File: src/rtl/cache_sram_controller.sv
// Data-cache / SRAM controller: serves load hits from the cache, refills a 64-bit line
// from a 16-bit SRAM on a miss, and writes stores through to SRAM, invalidating the cached line.
module cache_sram_controller #(
    parameter int unsigned BASE_ADDR = 1024,
    parameter int unsigned SRAM_WAIT = 1
) (
    input  logic        clk,
    input  logic        rst,
    input  logic        mem_r_en,
    input  logic        mem_w_en,
    input  logic [31:0] address,
    input  logic [31:0] wdata,
    output logic [31:0] rdata,
    output logic        ready,
    output logic [18:0] cache_address,
    output logic [63:0] cache_write_data,
    output logic        cache_read_en,
    output logic        cache_write_en,
    output logic        cache_invoke,
    input  logic [31:0] cache_read_data,
    input  logic        cache_hit,
    output logic [17:0] sram_addr,
    output logic [15:0] sram_wdata,
    input  logic [15:0] sram_rdata,
    output logic        sram_we_n
);

    localparam int unsigned    CW       = (SRAM_WAIT > 0) ? $clog2(SRAM_WAIT + 1) : 1;
    localparam logic [CW-1:0]  CNT_LAST = CW'(SRAM_WAIT);
    localparam logic [18:0]    BASE_LO  = 19'(BASE_ADDR);

    typedef enum logic [2:0] {
        IDLE,
        RD,
        FILL,
        WR,
        DONE
    } state_t;

    state_t         state;
    state_t         state_n;
    logic [18:0]    a_in;
    logic [18:0]    a_q;
    logic [31:0]    wdata_q;
    logic           is_write_q;
    logic [1:0]     beat;
    logic [CW-1:0]  cnt;
    logic [63:0]    line;
    logic           beat_end;
    logic           unused_addr_hi;

    // Only the low 19 offset bits are ever used, so the subtraction is done modulo 2^19.
    assign a_in           = address[18:0] - BASE_LO;
    assign unused_addr_hi = ^address[31:19];
    assign beat_end       = (cnt == CNT_LAST);

    always_ff @(posedge clk) begin
        if (rst) begin
            state      <= IDLE;
            a_q        <= '0;
            wdata_q    <= '0;
            is_write_q <= 1'b0;
            beat       <= '0;
            cnt        <= '0;
            line       <= '0;
        end else begin
            state <= state_n;
            if (state == IDLE && state_n != IDLE) begin
                a_q        <= a_in;
                wdata_q    <= wdata;
                is_write_q <= mem_w_en;
                beat       <= '0;
                cnt        <= '0;
            end else if (state == RD || state == WR) begin
                if (beat_end) begin
                    cnt  <= '0;
                    beat <= beat + 2'd1;
                end else begin
                    cnt <= cnt + CW'(1);
                end
            end
            if (state == RD && beat_end) begin
                line[{beat, 4'b0000} +: 16] <= sram_rdata;
            end
        end
    end

    always_comb begin
        state_n       = state;
        ready         = 1'b0;
        rdata         = '0;
        cache_read_en = 1'b0;
        cache_invoke  = 1'b0;
        unique case (state)
            IDLE: begin
                ready = 1'b1;
                if (!rst) begin
                    if (mem_w_en) begin
                        cache_invoke = 1'b1;
                        ready        = 1'b0;
                        state_n      = WR;
                    end else if (mem_r_en) begin
                        cache_read_en = 1'b1;
                        if (cache_hit) begin
                            rdata = cache_read_data;
                        end else begin
                            ready   = 1'b0;
                            state_n = RD;
                        end
                    end
                end
            end
            RD: begin
                if (beat_end && beat == 2'd3) state_n = FILL;
            end
            FILL: state_n = DONE;
            WR: begin
                if (beat_end && beat[0]) state_n = DONE;
            end
            DONE: begin
                ready   = 1'b1;
                state_n = IDLE;
                if (!is_write_q) rdata = a_q[2] ? line[63:32] : line[31:0];
            end
            default: state_n = IDLE;
        endcase
    end

    always_comb begin
        cache_address    = (state == IDLE) ? a_in : a_q;
        cache_write_data = line;
        cache_write_en   = (state == FILL);
        sram_addr        = '0;
        sram_wdata       = '0;
        sram_we_n        = 1'b1;
        if (state == RD) begin
            sram_addr = {a_q[18:3], beat};
        end else if (state == WR) begin
            sram_addr  = {a_q[18:2], beat[0]};
            sram_wdata = beat[0] ? wdata_q[31:16] : wdata_q[15:0];
            sram_we_n  = 1'b0;
        end
    end

endmodule

File: config.mk
export PLATFORM = sky130hd
export DESIGN_NAME = cache_sram_controller
export DESIGN_NICKNAME = d
export VERILOG_FILES = /design/src/rtl/cache_sram_controller.sv
export SDC_FILE = /design/constraint.sdc
export NUM_CORES = 1
export LEC_CHECK = 0
export CORE_ASPECT_RATIO = 0.75
export CORE_UTILIZATION = 40
export CTS_BUF_LIST = sky130_fd_sc_hd__clkbuf_8
export DETAILED_ROUTE_END_ITERATION = 10
export GPL_TIMING_DRIVEN = 0
export PLACE_DENSITY = 0.8
export SYNTH_ARGS = -nofsm -noshare
export SYNTH_HDL_FRONTEND = slang
export SYNTH_SLANG_ARGS = --single-unit
File: constraint.sdc
create_clock -name clk -period 2.2 [get_ports clk]
set_input_delay 0.66 -clock clk [delete_from_list [all_inputs] [get_ports clk]]
set_output_delay 0.66 -clock clk [all_outputs]
set_load 0.02 [all_outputs]
* After elaboration in Yosys (flattened, before gate mapping)
Cells that the tools add are included.
** Operators by class
- Multiplexer cells :: 36
- Equal/unequal tests :: 5
- Reduce and logical (&&, ||, !) cells :: 9
- Add/sub/neg operators :: 4
- Shifts and indexed selects :: 2
** Operator list (number)
- 32-bit two-way mux :: 6
- 64-bit bitwise mux :: 1
- 32-bit case mux with 2 select lines :: 1
- 16-bit by 8-bit variable shift with 64-bit output (first input constant) :: 1
- 16-bit by 8-bit indexed part select with 64-bit output :: 1
- 16-bit two-way mux :: 3
- 18-bit two-way mux :: 2
- 19-bit two-way mux :: 1
- 19-bit by 11-bit subtractor with 19-bit output (second input constant) :: 1
- 3-bit two-way mux :: 6
- 1-bit two-way mux :: 14
- 3-bit case mux with 4 select lines :: 1
- 6-bit negator with 8-bit output :: 1
- 3-bit by 2-bit == test with 1-bit output (second input constant) :: 2
- 1-bit logical AND :: 4
- 3-bit by 1-bit == test with 1-bit output (second input constant) :: 1
- 3-bit == test (second input constant) :: 1
- 3-bit logical NOT :: 1
- 3-bit nonzero test :: 1
- 2-bit by 1-bit adder with 2-bit output (second input constant) :: 1
- 2-bit == test (second input constant) :: 1
- 1-bit case mux with 2 select lines :: 1
- 2-bit AND reduction :: 1
- 2-bit OR reduction :: 1
- other kinds (2) :: 2
** Storage, ports and cells
- Word-level logic and storage cells :: 63
- Bits in registers :: 122
- Input port bits :: 117

* Logic depth before layout (Yosys ltp)
Gate-level depths: netlist of the first run.
- Word-level depth :: 8
- Mapped depth :: 8
- Gate-level depth less buffers :: 6

* Least setup slack after synthesis of the first run
Ideal clock, no wire load.
- Path type :: input-to-output
- Start :: in address[14]
- End :: out cache_address[17]
- Stages on the path :: 4
- Setup slack :: -0.333 ns
- Required time :: 1.540 ns
- Arrival :: 1.873 ns
- Cell sequence :: or4_4 > nor4_2 > xnor2_1 > a21oi_1
** Between the ends
- Word-level cells in the longest chain between the ends :: 2
** Ends and longest elaborated chain
- start, declared :: line 11 : input logic [31:0] address,
- 19-bit by 11-bit subtractor with 19-bit output :: line 53 : assign a_in = address[18:0] - BASE_LO;
- 19-bit two-way mux :: line 130 : cache_address = (state == IDLE) ? a_in : a_q;
- end, declared :: line 15 : output logic [18:0] cache_address,
No other way between the ends.

* Final worst setup path of the first run
- Start :: in rst
- End :: out rdata[23]
** Between the ends
- Word-level cells in the longest chain between the ends :: 2
** Ends and longest elaborated chain
- start, declared :: line 8 : input logic rst,
- 32-bit two-way mux :: line 97 : if (!rst) begin
- 32-bit case mux with 2 select lines :: line 94 : unique case (state)
- end, declared :: line 13 : output logic [31:0] rdata,
No other way between the ends.

==> flow_summary.toml, run 1 <==
[outcome]
outcome = "complete, but fails checks"
violations = "negative setup slack"

[sta]
finClkSkew_ps = 8.729
fin_crit_ps = 2819
drv_slew = 0
rsz0062_at_grt = "true"
fin_ws_ps = -619.3
tightest_slew_ps = 703.7
slew-limit-headroom_pct = 53.09
finalCritPeriodShare_pct = 128.1
max_freq_mhz = 354.7
setup_violations = 78
finalHoldViolations = 0

[pwr]
swShare_pct = 29.63
seq_power_share_pct = 40.1
p_total_w = 0.005907
clkPwrFrac_pct = 35.5
power.leakage_nw = 4.098
p_per_area_nw_per_um2 = 521.0
internal-power_w = 0.004157
combPwrFrac_pct = 24.5
max-vdd-ir-drop_mv = 0.3575
p_sw_w = 0.001750

[run]
maxCapViolCount = 0

[die]
die_h_um = 110.2
die_area_um2 = 16120
die_w_um = 146.3
placementRows = 39
initial_core_util_pct = 41.03
core-area_um2 = 15220
io_pins = 271

[clock_tree]
clock_sinks = 122
cts.hold.buffers_added = 0
clk_path_buf_depth = 2
cts_tree = "done"
numCtsBuffers = 17
clock_latency_ps = 430
htree_levels = 4
root_buffer = "clkbuf_8"
path_clk_slew_ps = 70

[finish]
stdcell_count = 1286
fillCellCount = 1061
multi_input_area_um2 = 4338
seqCellArea_um2 = 2455
syn2layout_area_growth_pct = 81.51
drive_gt1_share_pct = 33.58
n_antenna_cell = 0
fin_nets = 1191

[global_route]
grt_pass1_vias = 6352
grt_usage_pct = 28.48
gr-total-overflow = 0
grt_pass1_wl_um = 35130
grt_max_degree = 17
antenna_found_initial = 0

[route]
ant_nets = 0
wl_per_cell_um = 19.37
via_count = 6882
wl_um = 24910
firstDrtPassIters = 5
drc = 0
drtIter0Drc = 435
viasPerCell = 5.351

[setup_path]
rrSetupSlack_ps = 210
cp_max_fo = 8
slowest_delay_ps = 350
endpoint_kind = "primary output"
crit_chain = "buf_2 > nor4_4 > and3b_2 > and2_4 > buf_12 > buf_12 > o2bb2ai_4 > buf_6"
path_class = "primary input to primary output"
cp.arrival_ps = 2160
cp_slowest_cell = "nor4_4"
crit_path_start_kind = "primary input"
crit_path_frequent_cell = "buf_12"
worstPathRequired_ps = 1540

[logic_synthesis]
synth_area_leaders = "dfxtp_1 39%, nand2_1 9.5%, a21oi_1 8.7%"
syn_area_um2 = 6246
synth_top_area_share_pct = 39.10
synth_cell_types = 41
synth_top_cell_by_area = "dfxtp_1"
seq_area_frac_synth_pct = 39.10
synth_fp_nets = 860
synth_seq_cells = 122
synth_warnings = 0
synthCells = 737
syn_avg_cell_area_um2 = 8.475

[placement]
io_buffer_count = 257
dp_cells = 1199
dp_hpwl_um = 16210
gp_congestion = 0.8418

[hold_path]
hold_class = "register to register"
==> state kept, by name (all words and copies together) (netlist names) <==
name              count
is_write_q            1
a_q                  19
beat_end              1
beat                  2
state                 3
wdata_q              32
cache_write_data     64
==> Yosys cell counts (all sizes together) <==
library cell / number
nand3: 65
a21oi: 108
or4b: 1
nand3b: 17
nand2: 158
nor3: 6
nor3b: 6
mux2: 10
and2: 22
xor2: 1
o21a: 1
o21ai: 10
dfxtp: 122
mux2i: 51
nor4: 3
nor2b: 3
and4bb: 1
buf: 39
a311oi: 1
o2bb2ai: 32
or4: 1
inv: 7
xnor2: 8
and3b: 1
ha: 6
nor2: 29
clkbuf: 25
or3: 1
a211oi: 2
==> cell families (layout without fill, tap and decap cells) <==
kind of cell | Yosys count | after routing | synth area share [%]
AO/OA/AOI/OAI | 154 | 154 | 17.61
AND/OR/NAND/NOR | 314 | 314 | 24.16
adder cells (fa/ha/maj) | 6 | 6 | 1.202
flip-flops | 122 | 122 | 39.10
XOR/XNOR | 9 | 9 | 1.262
multiplexers | 61 | 61 | 9.976
buffers and inverters | 71 | 415 | 6.691
==> area by class of cell <==
type	instances	area share, %
Sequential cell	122	21.65
Tap cell	205	2.262
Clock buffer	17	2.064
Clock inverter	15	1.556
Timing Repair Buffer	319	29.50
Inverter	7	0.4083
Buffer	57	4.293
Multi-Input combinational cell	544	38.26
==> stage by stage <==
| stage | hold WS (ps) | instance area (um^2) | util (%) | setup TNS, ps | worst slack [ps] |
|---|---|---|---|---|---|
| after detailed placement | 445.8 | 9549 | 62.72 | -104440 | -1462 |
| after floorplan | 431.3 | 6720 | - | -6650 | -222.5 |
| after CTS | 457.4 | 10730 | 70.46 | -30020 | -679.6 |
| after global routing | 483.7 | 11340 | 74.47 | -31970 | -652.2 |
| final | 461.6 | 11340 | 74.47 | -27780 | -619.3 |
| after global placement | 442.6 | 9549 | 62.72 | -97800 | -1391 |
==> worst max-delay path, delay by kind of cell <==
family | cells | cell delay, ps
compound gates | 1 | 120
simple gates | 3 | 760
buf+inv | 4 | 600
==> path summary, 6_finish.rpt <==
check / startpoint / to / cells after the start
min reg2reg: wdata_q[10]$_SDFFE_PP0P_ / wdata_q[10]$_SDFFE_PP0P_ / 2
min: wdata_q[10]$_SDFFE_PP0P_ / wdata_q[10]$_SDFFE_PP0P_ / 2
max reg2reg: beat[0]$_SDFFE_PP0P_ / cache_write_data[29]$_SDFFE_PP0P_ / 7
max: rst / rdata[23] / 8
==> power groups by stage <==
stage | clock [W] | combinational, W | sequential (W)
4_1_cts | 0.00211 | 0.00131 | 0.00234
3_3_place_gp | 0 | 0.00111 | 0.00239
6_report | 0.00210 | 0.00144 | 0.00237
5_1_grt | 0.00220 | 0.00152 | 0.00237
3_5_place_dp | 0 | 0.00112 | 0.00239
2_1_floorplan | 0 | 0.000577 | 0.00238
==> placed cells by master, fill, tap and decap left out, drive strengths merged, types with 2 or more instances in the layout <==
master	n
a211oi	2
a21oi	108
and2	22
buf	193
bufinv	3
clkbuf	40
clkdlybuf4s50	156
clkinv	4
clkinvlp	5
dfxtp	122
dlygate4sd2	2
dlymetal6s2s	2
ha	6
inv	10
mux2	10
mux2i	51
nand2	158
nand3	65
nand3b	17
nor2	29
nor2b	3
nor3	6
nor3b	6
nor4	3
o21ai	10
o2bb2ai	32
xnor2	8
==> layer usage <==
metal  part of all wire [%]  GRT usage (%)  up-vias
met3                    7.3          7.366       60
met5                      0              0        -
met1                     44          37.49     3311
met2                     46          45.75      307
li1                       -              -     3204
met4                    2.5          9.301        0
==> timing repair <==
item,4_1_cts,5_1_grt
setup endpoints to repair,123,129
gates resized for setup,665,104
endpoints found under the hold margin,0,0
pin swaps,13,45
setup buffers,32,25
gates cloned,3,5
No activity file was read; power rests on OpenSTA's default activity.
==> run 2: changes to the inputs <==
SETUP_SLACK_MARGIN = 0.3   (was not set)
SLEW_MARGIN = 20   (was not set)
==> run 2 against run 1 <==
The flow still finishes with violations (negative setup slack). First-iteration DRC count is 0.69% higher. Critical endpoint is now rdata[12]. Critical path type is now register to primary output. Sequential share of layout area down 2.2 points. Non-clock buffer count increased by 33. Highest routed layer unchanged. Largest power group unchanged.
==> flow_summary.toml, run 2 (synthesis gave the netlist of run 1 again) <==
[setup_path]
rr_worst_depth = 12
worstPathRequired_ps = 1540
path_class = "register to primary output"
rrSetupSlack_ps = 190
cp_max_fo = 8
crit_path_start_kind = "register"
rr_endpoint = "cache_write_data[26]$_SDFFE_PP0P_"
cp.arrival_ps = 2210
reg2reg_from = "state[0]$_SDFF_PP0_"
endpoint_kind = "primary output"
crit_start = "state[1]$_SDFF_PP0_"

[hold_path]
min_to = "wdata_q[18]$_SDFFE_PP0P_"
min_path_cells = 2
min_from = "wdata_q[18]$_SDFFE_PP0P_"
hold_class = "register to register"

[pwr]
p_per_area_nw_per_um2 = 471.8
power.leakage_nw = 4.714
max-vdd-ir-drop_mv = 0.3931
p_total_w = 0.005924

[global_route]
busiest_layer = "met2"
use_met1_pct = 39.63
antenna_found_initial = 0
grt_pass1_wl_um = 37150
use_met3_pct = 7.695
grt_usage_pct = 29.89
grt_max_degree = 17
gr-total-overflow = 0
use_met2_pct = 47.69
grt_pass1_vias = 6864

[route]
drtIter0Drc = 438
firstDrtPassIters = 5
viasPerCell = 5.491
ant_nets = 0
wl_um = 27380
via_count = 7242
drc = 0
wl_per_cell_um = 20.76

[sta]
rsz0062_at_grt = "true"
setup_violations = 89
slew-limit-headroom_pct = 31.79
fin_crit_ps = 2872
finalCritPeriodShare_pct = 130.5
drv_slew = 0
fin_ws_ps = -671.9
max_freq_mhz = 348.2
finClkSkew_ps = 15.77
tightest_slew_ps = 1023
finalHoldViolations = 0

[clock_tree]
root_buffer = "clkbuf_8"
path_clk_slew_ps = 70
cts_tree = "done"
numCtsBuffers = 17
htree_levels = 4
clock_latency_ps = 460
clock_sinks = 122
cts.hold.buffers_added = 0
clk_path_buf_depth = 2

[finish]
mostFrequentLayoutCells = "152 x nand2_1, 139 x buf_6, 119 x dfxtp_1, 92 x clkdlybuf4s50_1, 63 x a21oi_2"
largest_reg_flops = 64
final_common_cell = "nand2_1"
fillCellCount = 877
fin_nets = 1224
n_antenna_cell = 0
drive_gt1_share_pct = 47.58
syn2layout_area_growth_pct = 101.0

[die]
die_w_um = 146.3
io_pins = 271
die_h_um = 110.2
die_area_um2 = 16120
placementRows = 39
initial_core_util_pct = 41.03
core-area_um2 = 15220

[placement]
gp_congestion = 0.8370
io_buffer_count = 257
dp_hpwl_um = 16720
place_ws_ps = -1411

[outcome]
outcome = "complete, but fails checks"
violations = "negative setup slack"

[run]
maxCapViolCount = 0
[run 2: worst max-delay path, stage by stage (launching register included)]
cell and delay (ps):
dfxtp_2 330, buf_6 130, nor4_4 280, and3b_2 230, and2_4 150, buf_12 160
buf_12 120, buf_16 130, o2bb2ai_4 110, buf_6 130
[run 2: per-layer routing]
layer  vias up  share of wire, %  routed length (um)
met3        58               6.9                1879
li1       3280                 -                   -
met4         0               2.0                 544
met5         -                 0                   0
met2       335                47               12840
met1      3569                44               12120
[run 2: how the worst max path moves through the flow]
stage                                   end  slack, ps
after floorplan           cache_address[17]       -220
after global placement             rdata[6]      -1370
after detailed placement           rdata[6]      -1410
after CTS                         rdata[12]       -670
after global routing              rdata[31]       -760
final                             rdata[12]       -670
[run 2: cell type report]
type,instances,area [um^2],share of cell area (%)
Multi-Input combinational cell,544,5011,39.91
Timing Repair Buffer,345,3759,29.93
Sequential cell,122,2446,19.48
Buffer,64,663.1,5.281
Tap cell,205,256.5,2.043
Clock buffer,18,247.7,1.973
Clock inverter,14,126.4,1.006
Inverter,7,47.55,0.3786
[run 2: repair_timing]
action,4_1_cts,5_1_grt
setup buffers,44,34
gates cloned,5,5
pin swaps,28,86
gates resized for setup,772,245
setup endpoints to repair,261,174
endpoints found under the hold margin,0,0
[run 2: per-stage QoR]
| stage | util [%] | std cells | TNS, ps | cell area, um^2 | hold WS, ps |
|---|---|---|---|---|---|
| 4_1_cts | 72.83 | 1280 | -39720 | 11090 | 458.3 |
| 3_3_place_gp | 63.81 | 1199 | -96820 | 9714 | 440.5 |
| 6_report | 82.48 | 1319 | -40620 | 12560 | 456.5 |
| 5_1_grt | 82.48 | 1319 | -46450 | 12560 | 470.4 |
| 2_1_floorplan | - | 737 | -6651 | 6885 | 431.3 |
| 3_5_place_dp | 63.81 | 1199 | -100720 | 9714 | 447.9 |
[run 2: power by group]
part | total (W) | leakage (nW) | switching [W] | internal [W]
registers | 0.00235 | 0.992 | 0.0000623 | 0.00229
clock network | 0.00194 | 0.182 | 0.00102 | 0.000923
logic | 0.00163 | 3.54 | 0.000776 | 0.000855
total | 0.00592 | 4.71 | 0.00185 | 0.00407
